===== config.mk =====
export PLATFORM = sky130hd
export DESIGN_NAME = irq_req_latch_flat
export DESIGN_NICKNAME = d
export VERILOG_FILES = /design/src/rtl/irq_req_latch_if.sv /design/src/rtl/irq_req_latch.sv /design/src/flat_wrapper.sv
export SDC_FILE = /design/constraint.sdc
export NUM_CORES = 1
export LEC_CHECK = 0
export ABC_AREA = 0
export CAP_MARGIN = 0
export CORE_ASPECT_RATIO = 1.25
export CORE_UTILIZATION = 40
export DETAILED_ROUTE_END_ITERATION = 7
export PLACE_DENSITY = 0.69
export SLEW_MARGIN = 10
export SYNTH_ARGS = -nofsm -noshare
export SYNTH_HDL_FRONTEND = slang
export SYNTH_SLANG_ARGS = --single-unit

===== constraint.sdc =====
create_clock -name clk -period 4.7 [get_ports clk]
set_input_delay 0.705 -clock clk [delete_from_list [all_inputs] [get_ports clk]]
set_output_delay 0.705 -clock clk [all_outputs]
set_load 0.02 [all_outputs]

===== src/rtl/irq_req_latch_if.sv =====
// irq_req_latch_if: request/service signal bundle between the request latch and its environment
interface irq_req_latch_if;
   logic [15:0] req_in;
   logic [15:0] mask;
   logic [15:0] pend_out;
   logic        pend_any;
   logic [3:0]  svc_idx;
   logic        svc_ack;
   logic        svc_err;
   logic [15:0] ovf;
   logic        ovf_clr;
   modport master (
      output req_in, mask, svc_idx, svc_ack, ovf_clr,
      input  pend_out, pend_any, svc_err, ovf
   );
   modport slave (
      input  req_in, mask, svc_idx, svc_ack, ovf_clr,
      output pend_out, pend_any, svc_err, ovf
   );
endinterface


===== src/rtl/irq_req_latch.sv =====
// irq_req_latch: synchronises 16 request lines, latches events until acked, presents masked pending vector
module irq_req_latch #(
   parameter int SYNC_STAGES = 2,
   parameter bit EDGE_MODE   = 1'b1
) (
   input logic             clk,
   input logic             rst,
   irq_req_latch_if.slave  bus
);
   logic [SYNC_STAGES-1:0][15:0] r_sync;
   logic [15:0] r_s_d;
   logic [15:0] r_pend;
   logic [15:0] r_ovf;
   logic        r_err;
   logic [15:0] w_s;
   logic [15:0] w_ev;
   logic [15:0] w_clr;
   logic [15:0] w_pend_nxt;
   logic [15:0] w_ovf_nxt;
   always_comb begin
      w_s        = r_sync[SYNC_STAGES-1];
      w_ev       = EDGE_MODE ? (w_s & ~r_s_d) : w_s;
      w_clr      = bus.svc_ack ? (16'h1 << bus.svc_idx) : 16'h0;
      // a fresh event on the acked bit wins over the clear
      w_pend_nxt = w_ev | (r_pend & ~w_clr);
      w_ovf_nxt  = (r_ovf & ~{16{bus.ovf_clr}}) | (EDGE_MODE ? (w_ev & r_pend & ~w_clr) : 16'h0);
   end
   always_ff @(posedge clk) begin
      if (rst) begin
         r_sync <= '0;
         r_s_d  <= '0;
         r_pend <= '0;
         r_ovf  <= '0;
         r_err  <= 1'b0;
      end else begin
         r_sync <= {r_sync[SYNC_STAGES-2:0], bus.req_in};
         r_s_d  <= w_s;
         r_pend <= w_pend_nxt;
         r_ovf  <= w_ovf_nxt;
         r_err  <= bus.svc_ack & ~r_pend[bus.svc_idx];
      end
   end
   assign bus.pend_out = r_pend & bus.mask;
   assign bus.pend_any = |bus.pend_out;
   assign bus.svc_err  = r_err;
   assign bus.ovf      = r_ovf;
endmodule


===== src/flat_wrapper.sv =====
// flat-port wrapper written by rule: the top's interface ports become plain ports
module irq_req_latch_flat 
#(
   parameter int SYNC_STAGES = 2,
   parameter bit EDGE_MODE   = 1'b1
)
  (clk, rst, bus_req_in, bus_mask, bus_svc_idx, bus_svc_ack, bus_ovf_clr, bus_pend_out, bus_pend_any, bus_svc_err, bus_ovf);
  irq_req_latch_if bus_i ();
  input logic clk;
  input logic rst;
  input wire logic [$bits(bus_i.req_in)-1:0] bus_req_in;
  input wire logic [$bits(bus_i.mask)-1:0] bus_mask;
  input wire logic [$bits(bus_i.svc_idx)-1:0] bus_svc_idx;
  input wire logic [$bits(bus_i.svc_ack)-1:0] bus_svc_ack;
  input wire logic [$bits(bus_i.ovf_clr)-1:0] bus_ovf_clr;
  output wire logic [$bits(bus_i.pend_out)-1:0] bus_pend_out;
  output wire logic [$bits(bus_i.pend_any)-1:0] bus_pend_any;
  output wire logic [$bits(bus_i.svc_err)-1:0] bus_svc_err;
  output wire logic [$bits(bus_i.ovf)-1:0] bus_ovf;
  assign bus_i.req_in = bus_req_in;
  assign bus_i.mask = bus_mask;
  assign bus_i.svc_idx = bus_svc_idx;
  assign bus_i.svc_ack = bus_svc_ack;
  assign bus_i.ovf_clr = bus_ovf_clr;
  assign bus_pend_out = bus_i.pend_out;
  assign bus_pend_any = bus_i.pend_any;
  assign bus_svc_err = bus_i.svc_err;
  assign bus_ovf = bus_i.ovf;
  irq_req_latch #(.SYNC_STAGES(SYNC_STAGES), .EDGE_MODE(EDGE_MODE)) u_core (.clk(clk), .rst(rst), .bus(bus_i));
endmodule

# Word-level counts from Yosys, hierarchy flattened
# Index checks and enable logic that the tools add are counted.
# totals
input_bits	40
word_cells	25
output_inout_bits	34
register_bits	81
# classes
mux	3
order_cmp	1
shifts	1
bitwise	13
n_reduce_logical	1
# ops
cell	n
16-bit bitwise AND	6
16-bit inverter	3
16-bit bitwise OR	2
16-bit two-way mux	1
16-bit OR reduction	1
1-bit by 4-bit left shift with 16-bit output (first input constant)	1
4-bit by 5-bit less-than comparator with 1-bit output (second input constant)	1
1-bit binary-select mux with 4-bit select	1
1-bit bitwise AND	1
1-bit two-way mux	1
1-bit inverter	1

# Logic depth before layout (Yosys ltp)
# Gate-level depths: netlist of the first run.
# depth
ltp_word	5
depth_mapped	5
depth_no_buf	3

# Worst setup path before layout of the first run
# OpenSTA, ideal clock, no wires.
# synth_timing
path_kind	in2out
startpoint	input port bus_mask[2]
endpoint	output port bus_pend_any
slack_ps	1952
cell_stages	3
n_path_buf	0
arrival_time_ps	2043
t_required_ps	3995
cell_sequence	and2_1 -> or4_1 -> or4_1
# synth_between
elab_chain_cells	2
# synth_lines
item	line_no	text
start: declaration	flat_wrapper.sv:12	input wire logic [$bits(bus_i.mask)-1:0] bus_mask;
16-bit bitwise AND	irq_req_latch.sv:43	assign bus.pend_out = r_pend & bus.mask;
16-bit OR reduction	irq_req_latch.sv:44	assign bus.pend_any = |bus.pend_out;
end: declaration	flat_wrapper.sv:17	output wire logic [$bits(bus_i.pend_any)-1:0] bus_pend_any;
# No other way between the ends.

# Worst setup path in the final report of the first run
# layout_timing
startpoint	input port bus_mask[6]
endpoint	output port bus_pend_any
# Same word-level chain as after synthesis.

==> results of run 1 <==
## power by group
| group | total, mW | internal (mW) | switching (mW) | leakage, nW |
|---|---|---|---|---|
| Clock | 0.542 | 0.301 | 0.242 | 0.103 |
| Combinational | 0.124 | 0.0699 | 0.0539 | 0.628 |
| Sequential | 0.726 | 0.711 | 0.0147 | 0.663 |
## synth_stat cells (all sizes together), types with 4 or more instances
master	n
a21oi	32
and2	16
clkbuf	14
dfxtp	81
inv	18
mux4	4
nand2	17
nand2b	20
nor2b	48
o2111ai	16
o21ai	16
or4	5
## per-layer routing
layer | global-route usage (%) | wire length, um
met1 | 19.6 | 2610
met2 | 27.2 | 2930
met3 | 4.69 | 358
met4 | 7.26 | 59
met5 | 0 | 0
## final cells by class
class                           instances  area [um2]  share of cell area [%]
Clock buffer                           10         128                    3.25
Clock inverter                          6        92.6                    2.36
Inverter                               18        67.6                    1.72
Multi-Input combinational cell        182        1170                    29.7
Sequential cell                        81        1620                    41.4
Tap cell                               90         113                    2.87
Timing Repair Buffer                   74         733                    18.7
## stage by stage
stage	setup WS [ns]	cells
2_1_floorplan	1.95	296
3_3_place_gp	1.07	445
3_5_place_dp	1.07	445
4_1_cts	1.07	461
5_1_grt	1.02	461
6_report	1.08	461
## how the worst max path moves through the flow
| stage | endpoint | slack [ns] | cells after the start |
|---|---|---|---|
| finish | bus_pend_any | 1.08 | 5 |
| floorplan | bus_pend_any | 1.95 | 3 |
| global placement | bus_pend_any | 1.07 | 5 |
| global route | bus_pend_any | 1.02 | 5 |
| detailed placement | bus_pend_any | 1.07 | 5 |
| CTS | bus_pend_any | 1.07 | 5 |
## worst register-to-register path, stage by stage, from the launching register on
cell      delay [ns]
dfxtp_1         0.36
mux4_1          0.52
a311oi_1        0.25
and4_1          0.19
## sequential cells by signal, summed over array words and instances (netlist names)
signal and cells:
u_core.r_sync 16, u_core.bus.ovf 16, u_core.w_s 16, u_core.r_s_d 16, u_core.bus.svc_err 1, u_core.r_pend 16
## cells by family (layout without fill, tap and decap cells)
| group | Yosys count | count (layout) | share of synthesized area, % |
|---|---|---|---|
| AND/OR/NAND/NOR | 113 | 113 | 23.5 |
| flip-flops | 81 | 81 | 55.7 |
| AO/OA/AOI/OAI | 65 | 65 | 13.4 |
| buffers and inverters | 33 | 108 | 4.30 |
| multiplexers | 4 | 4 | 3.22 |
==> metrics, run 1 <==
status=finished, final reports clean; Critical Path RT=3.99 ns; Via density=4.87; syn_area_per_cell=9.84 um2; critical path capture point type=output port; IO Pins=74; root buf cell=clkbuf_8; Reg2Reg Setup Slack=3.34 ns; fmax=276 MHz; utilization after layout=55.9%; TritonRoute pass-1 iters=5; global-route usage over all layers=16.4%; R2R cell count=3; Syn Nets=336; Seq cells post-synth=81; Initial Util=41.5%; core area=7020 um2; # Max-Cap Violations=0; final hold vios=0; WS Path Type=input pin to output port; antenna cell count=0; vias in the first global route=2,032; Post-synth EDFFs=0; PostCTS Resize Cnt=0; Final Wtd Congestion=0.752; Netlist cell types=21; CTS sink count=81; CTS tree=done; die area=7630 um2; H-tree depth=3; Synth area leaders=dfxtp_1 (56%), nor2b_1 (10%), a21oi_1 (5.5%); Mapped Cells=296; DRC Markers=0; Chip Height=97.4 um; Sum Neg Setup Slack=0 ns; Worst Hold Depth=1; initial antenna violation count=0; Min Hold Slack=0.436 ns; Final setup viols=0; Max-Slew Margin vs Limit=58.4%; die width=78.3 um; post-DR wirelength/cell=12.9 um; # rows=34; hold_buf cts=0; DRT iter0 DRCs=113; VDD IR-drop max=0.171 mV; Max Root-Sink Buffers=2; worst path bufs/invs=2; Min-Delay Path Class=flop to flop; ys async rst share=0%; Final min period=3.62 ns; Pwr Total=1.39 mW; Post-Synthesis Cell Area=2910 um2; max-slew violations=0; setup bufs post-CTS=0; most frequent cells in the layout=dfxtp_1 (81), clkdlybuf4s50_1 (72), nor2b_1 (48); hold path endpoint=u_core.w_s[7]; most common cell after layout, fill and taps aside=dfxtp_1; prevailing post-synth register cell=dfxtp_1; leak pwr=1.39 nW; worst-skew pair later-pin latency=0.35 ns; CP Max Fanout=2; Area growth, synth to finish=34.6%; Routed Antenna Nets=0; grt ovf=0; TritonCTS Buffers=9; FF-to-FF Start=u_core.r_pend[5]; fin crit share=77.1%; largest area contributor in the netlist=dfxtp_1; Synth Warn #=0; largest net degree at the start of global routing=46; critical path startpoint=bus_mask[6]; Worst-path clk slew=0.07 ns; WP data arrival=2.92 ns; Final Cell Area=3920 um2; dpl hpwl=4190 um; placed cell area=3700 um2; RSZ-0062 raised after global routing=no; Clock Skew=0.00934 ns; Port Buffers=73; via count=2,244; FF-to-FF End=u_core.bus.svc_err; WL final=5960 um; Slew @ Worst Pin=0.624 ns; Hold Crit Start=u_core.r_sync[7]; cell family with most CP delay=simple AND/OR/NAND/NOR gates; fraction of layout cells with a size suffix above 1=6.74%; Layout Nets=406; share of the yosys chip area belonging to registers=55.7%; Max stage delay on crit path=0.57 ns; slowest CP cell=or4_1; power per cell area=355 nW/um2; crit start category=input pin; filler cell count=653; worst-path cell chain=clkdlybuf4s50_1 > and2_4 > or4_1 > or4_1 > clkdlybuf4s50_1; first-pass GRT wire length=9610 um; area share of the largest cell type after synthesis=55.7%
(Power assumes the default switching activity.)
==> inputs of run 2 (changes only) <==
Clock period 4.7 ns to 3.7 ns, I/O delays scaled along.
==> run 2 against run 1 <==
  * Register-to-register slack worse by 1.0 ns
  * Global-route usage increased by 0.31 points
  * Clock skew rose by 0.00076 ns
  * Routed wire length up 1.7%
  * Clock power rose by 33%
  * Cell area about the same
==> metrics, run 2 (synthesized netlist as in run 1, its figures left out) <==
status=finished, final reports clean; fraction of layout cells with a size suffix above 1=6.25% (-0.49 points); Max-Slew Margin vs Limit=56.7% (-1.8 points); Area growth, synth to finish=34.6% (about the same); leak pwr=1.40 nW (+0.60%); sw frac=20.7% (-1.6 points); CTS tree=done; cell family with most CP delay=simple AND/OR/NAND/NOR gates; Clock Skew=0.0101 ns (+0.000764 ns); internal power=1.43 mW (+32%); met1 WL=2780 um (+6.5%); initial antenna violation count=0 (unchanged); Final Wtd Congestion=0.772 (+2.7%); setup bufs post-CTS=0 (unchanged); final hold vios=0 (unchanged); via count=2,215 (-1.3%); Pwr Total=1.80 mW (+29%); TritonRoute pass-1 iters=4 (-1); WS Path Type=input pin to output port; Max Root-Sink Buffers=2 (unchanged); TritonCTS Buffers=9 (unchanged); Layout Nets=406 (unchanged); # Max-Cap Violations=0 (unchanged); largest net degree at the start of global routing=46 (unchanged); Clock power frac=40.0% (+1.0 points); Critical Path RT=3.14 ns (-0.85 ns); critical path capture point type=output port; core area=7020 um2 (unchanged); Min-Delay Path Class=flop to flop; WL met3=338 um (-5.6%); worst path bufs/invs=2 (unchanged); Max stage delay on crit path=0.57 ns (about the same); Multi-input gate area=1170 um2 (unchanged); PostCTS Resize Cnt=0 (unchanged); H-tree depth=3 (unchanged); filler cell count=640 (-2.0%); antenna cell count=0 (unchanged); met2 WL=2830 um (-3.5%); register area=1620 um2 (unchanged); DR top layer=met4; DP Worst Slack=0.360 ns (-0.705 ns); power per cell area=460 nW/um2 (+29%); Chip Height=97.4 um (unchanged); fmax=300 MHz; global-route usage over all layers=16.7% (+0.31 points); Final Cell Area=3920 um2 (about the same); die width=78.3 um (unchanged); RSZ-0062 raised after global routing=no; Final min period=3.33 ns; Routed Antenna Nets=0 (unchanged); Worst-path clk slew=0.08 ns (about the same); Slew @ Worst Pin=0.650 ns (+0.0266 ns); vias in the first global route=2,030 (-0.098%); placed cell area=3700 um2 (unchanged); dpl hpwl=4160 um (-0.70%); crit start category=input pin; most common cell after layout, fill and taps aside=dfxtp_1; combinational power share=8.7% (-0.2 points); DRT iter0 DRCs=112 (-0.88%); hold_buf cts=0 (unchanged); Sum Neg Setup Slack=0 ns (unchanged); Via density=4.84 (-0.65%); utilization after layout=55.8% (about the same); first-pass GRT wire length=9760 um (+1.6%); WL final=6060 um (+1.7%); CTS sink count=81 (unchanged); fin crit share=90.0%; Seq pwr share=51.2% (-0.9 points); worst-skew pair later-pin latency=0.34 ns (about the same); PnR worst setup slack=0.371 ns (-0.704 ns); worst-path cell chain=clkdlybuf4s50_1 > and2_4 > or4_1 > or4_1 > clkdlybuf4s50_1; die area=7630 um2 (unchanged); VDD IR-drop max=0.259 mV (+51%); post-DR wirelength/cell=13.2 um (+2.3%); grt ovf=0 (unchanged); Sw Pwr=0.373 mW (+20%); IO Pins=74 (unchanged); root buf cell=clkbuf_8; Port Buffers=73 (unchanged); # rows=34 (unchanged); slowest CP cell=or4_1; CP Max Fanout=2 (unchanged); WP data arrival=2.77 ns (-0.15 ns); max-slew violations=0 (unchanged); DRC Markers=0 (unchanged); Initial Util=41.5% (unchanged); Final setup viols=0 (unchanged); most frequent cells in the layout=dfxtp_1 (81), clkdlybuf4s50_1 (72), nor2b_1 (48)
==> run 2: cell count changes in the layout (fill, tap and decap cells not counted), sizes merged <==
| cell | change |
|---|---|
| clkbuf | -1 |
| clkinv | -1 |
| bufinv | +1 |
| clkinvlp | -2 |
==> run 2: through the flow <==
step                      hold WS, ns  std cells
after floorplan                 0.414        296
after global placement          0.417        445
after detailed placement        0.423        445
after CTS                       0.440        458
after global routing            0.448        458
final                           0.435        458
==> run 2: worst reg2reg max path, delay by kind of cell, from the launching register on <==
| kind | cells | cell delay [ns] |
|---|---|---|
| AO/OA/AOI/OAI | 1 | 0.26 |
| flip-flops | 1 | 0.36 |
| multiplexers | 1 | 0.50 |
| AND/OR/NAND/NOR | 1 | 0.20 |
==> run 2: power by group through the flow <==
| stage | registers [mW] | clock network, mW | logic (mW) |
|---|---|---|---|
| after CTS | 0.922 | 0.740 | 0.159 |
| after global routing | 0.926 | 0.775 | 0.172 |
| after global placement | 0.942 | 0 | 0.156 |
| after detailed placement | 0.943 | 0 | 0.159 |
| final | 0.923 | 0.721 | 0.157 |
| after floorplan | 0.938 | 0 | 0.0821 |
==> run 2: final cells by class <==
type                    count  share of cell area, %
repair buffers             74                   18.7
well taps                  90                   2.87
clock buffers               9                   3.16
multi-input cells         182                   29.7
inverters                  18                   1.72
flip-flops and latches     81                   41.4
clock inverters             4                   2.43
==> run 2: per-layer routing <==
metal  up-vias  track usage, %
li1       1134               -
met1      1005            21.2
met2        68            25.8
met3         8            4.69
met4         0            8.69
met5         -               0
==> run 2: worst paths after layout <==
check	start	to	slack (ns)	cells past startpoint
worst max-delay path	bus_mask[6]	bus_pend_any	0.37	5
worst min register to register	u_core.r_sync[10]	u_core.w_s[10]	0.44	1
worst max register to register	u_core.r_pend[6]	u_core.bus.svc_err	2.33	3
worst min-delay path	u_core.r_sync[10]	u_core.w_s[10]	0.44	1
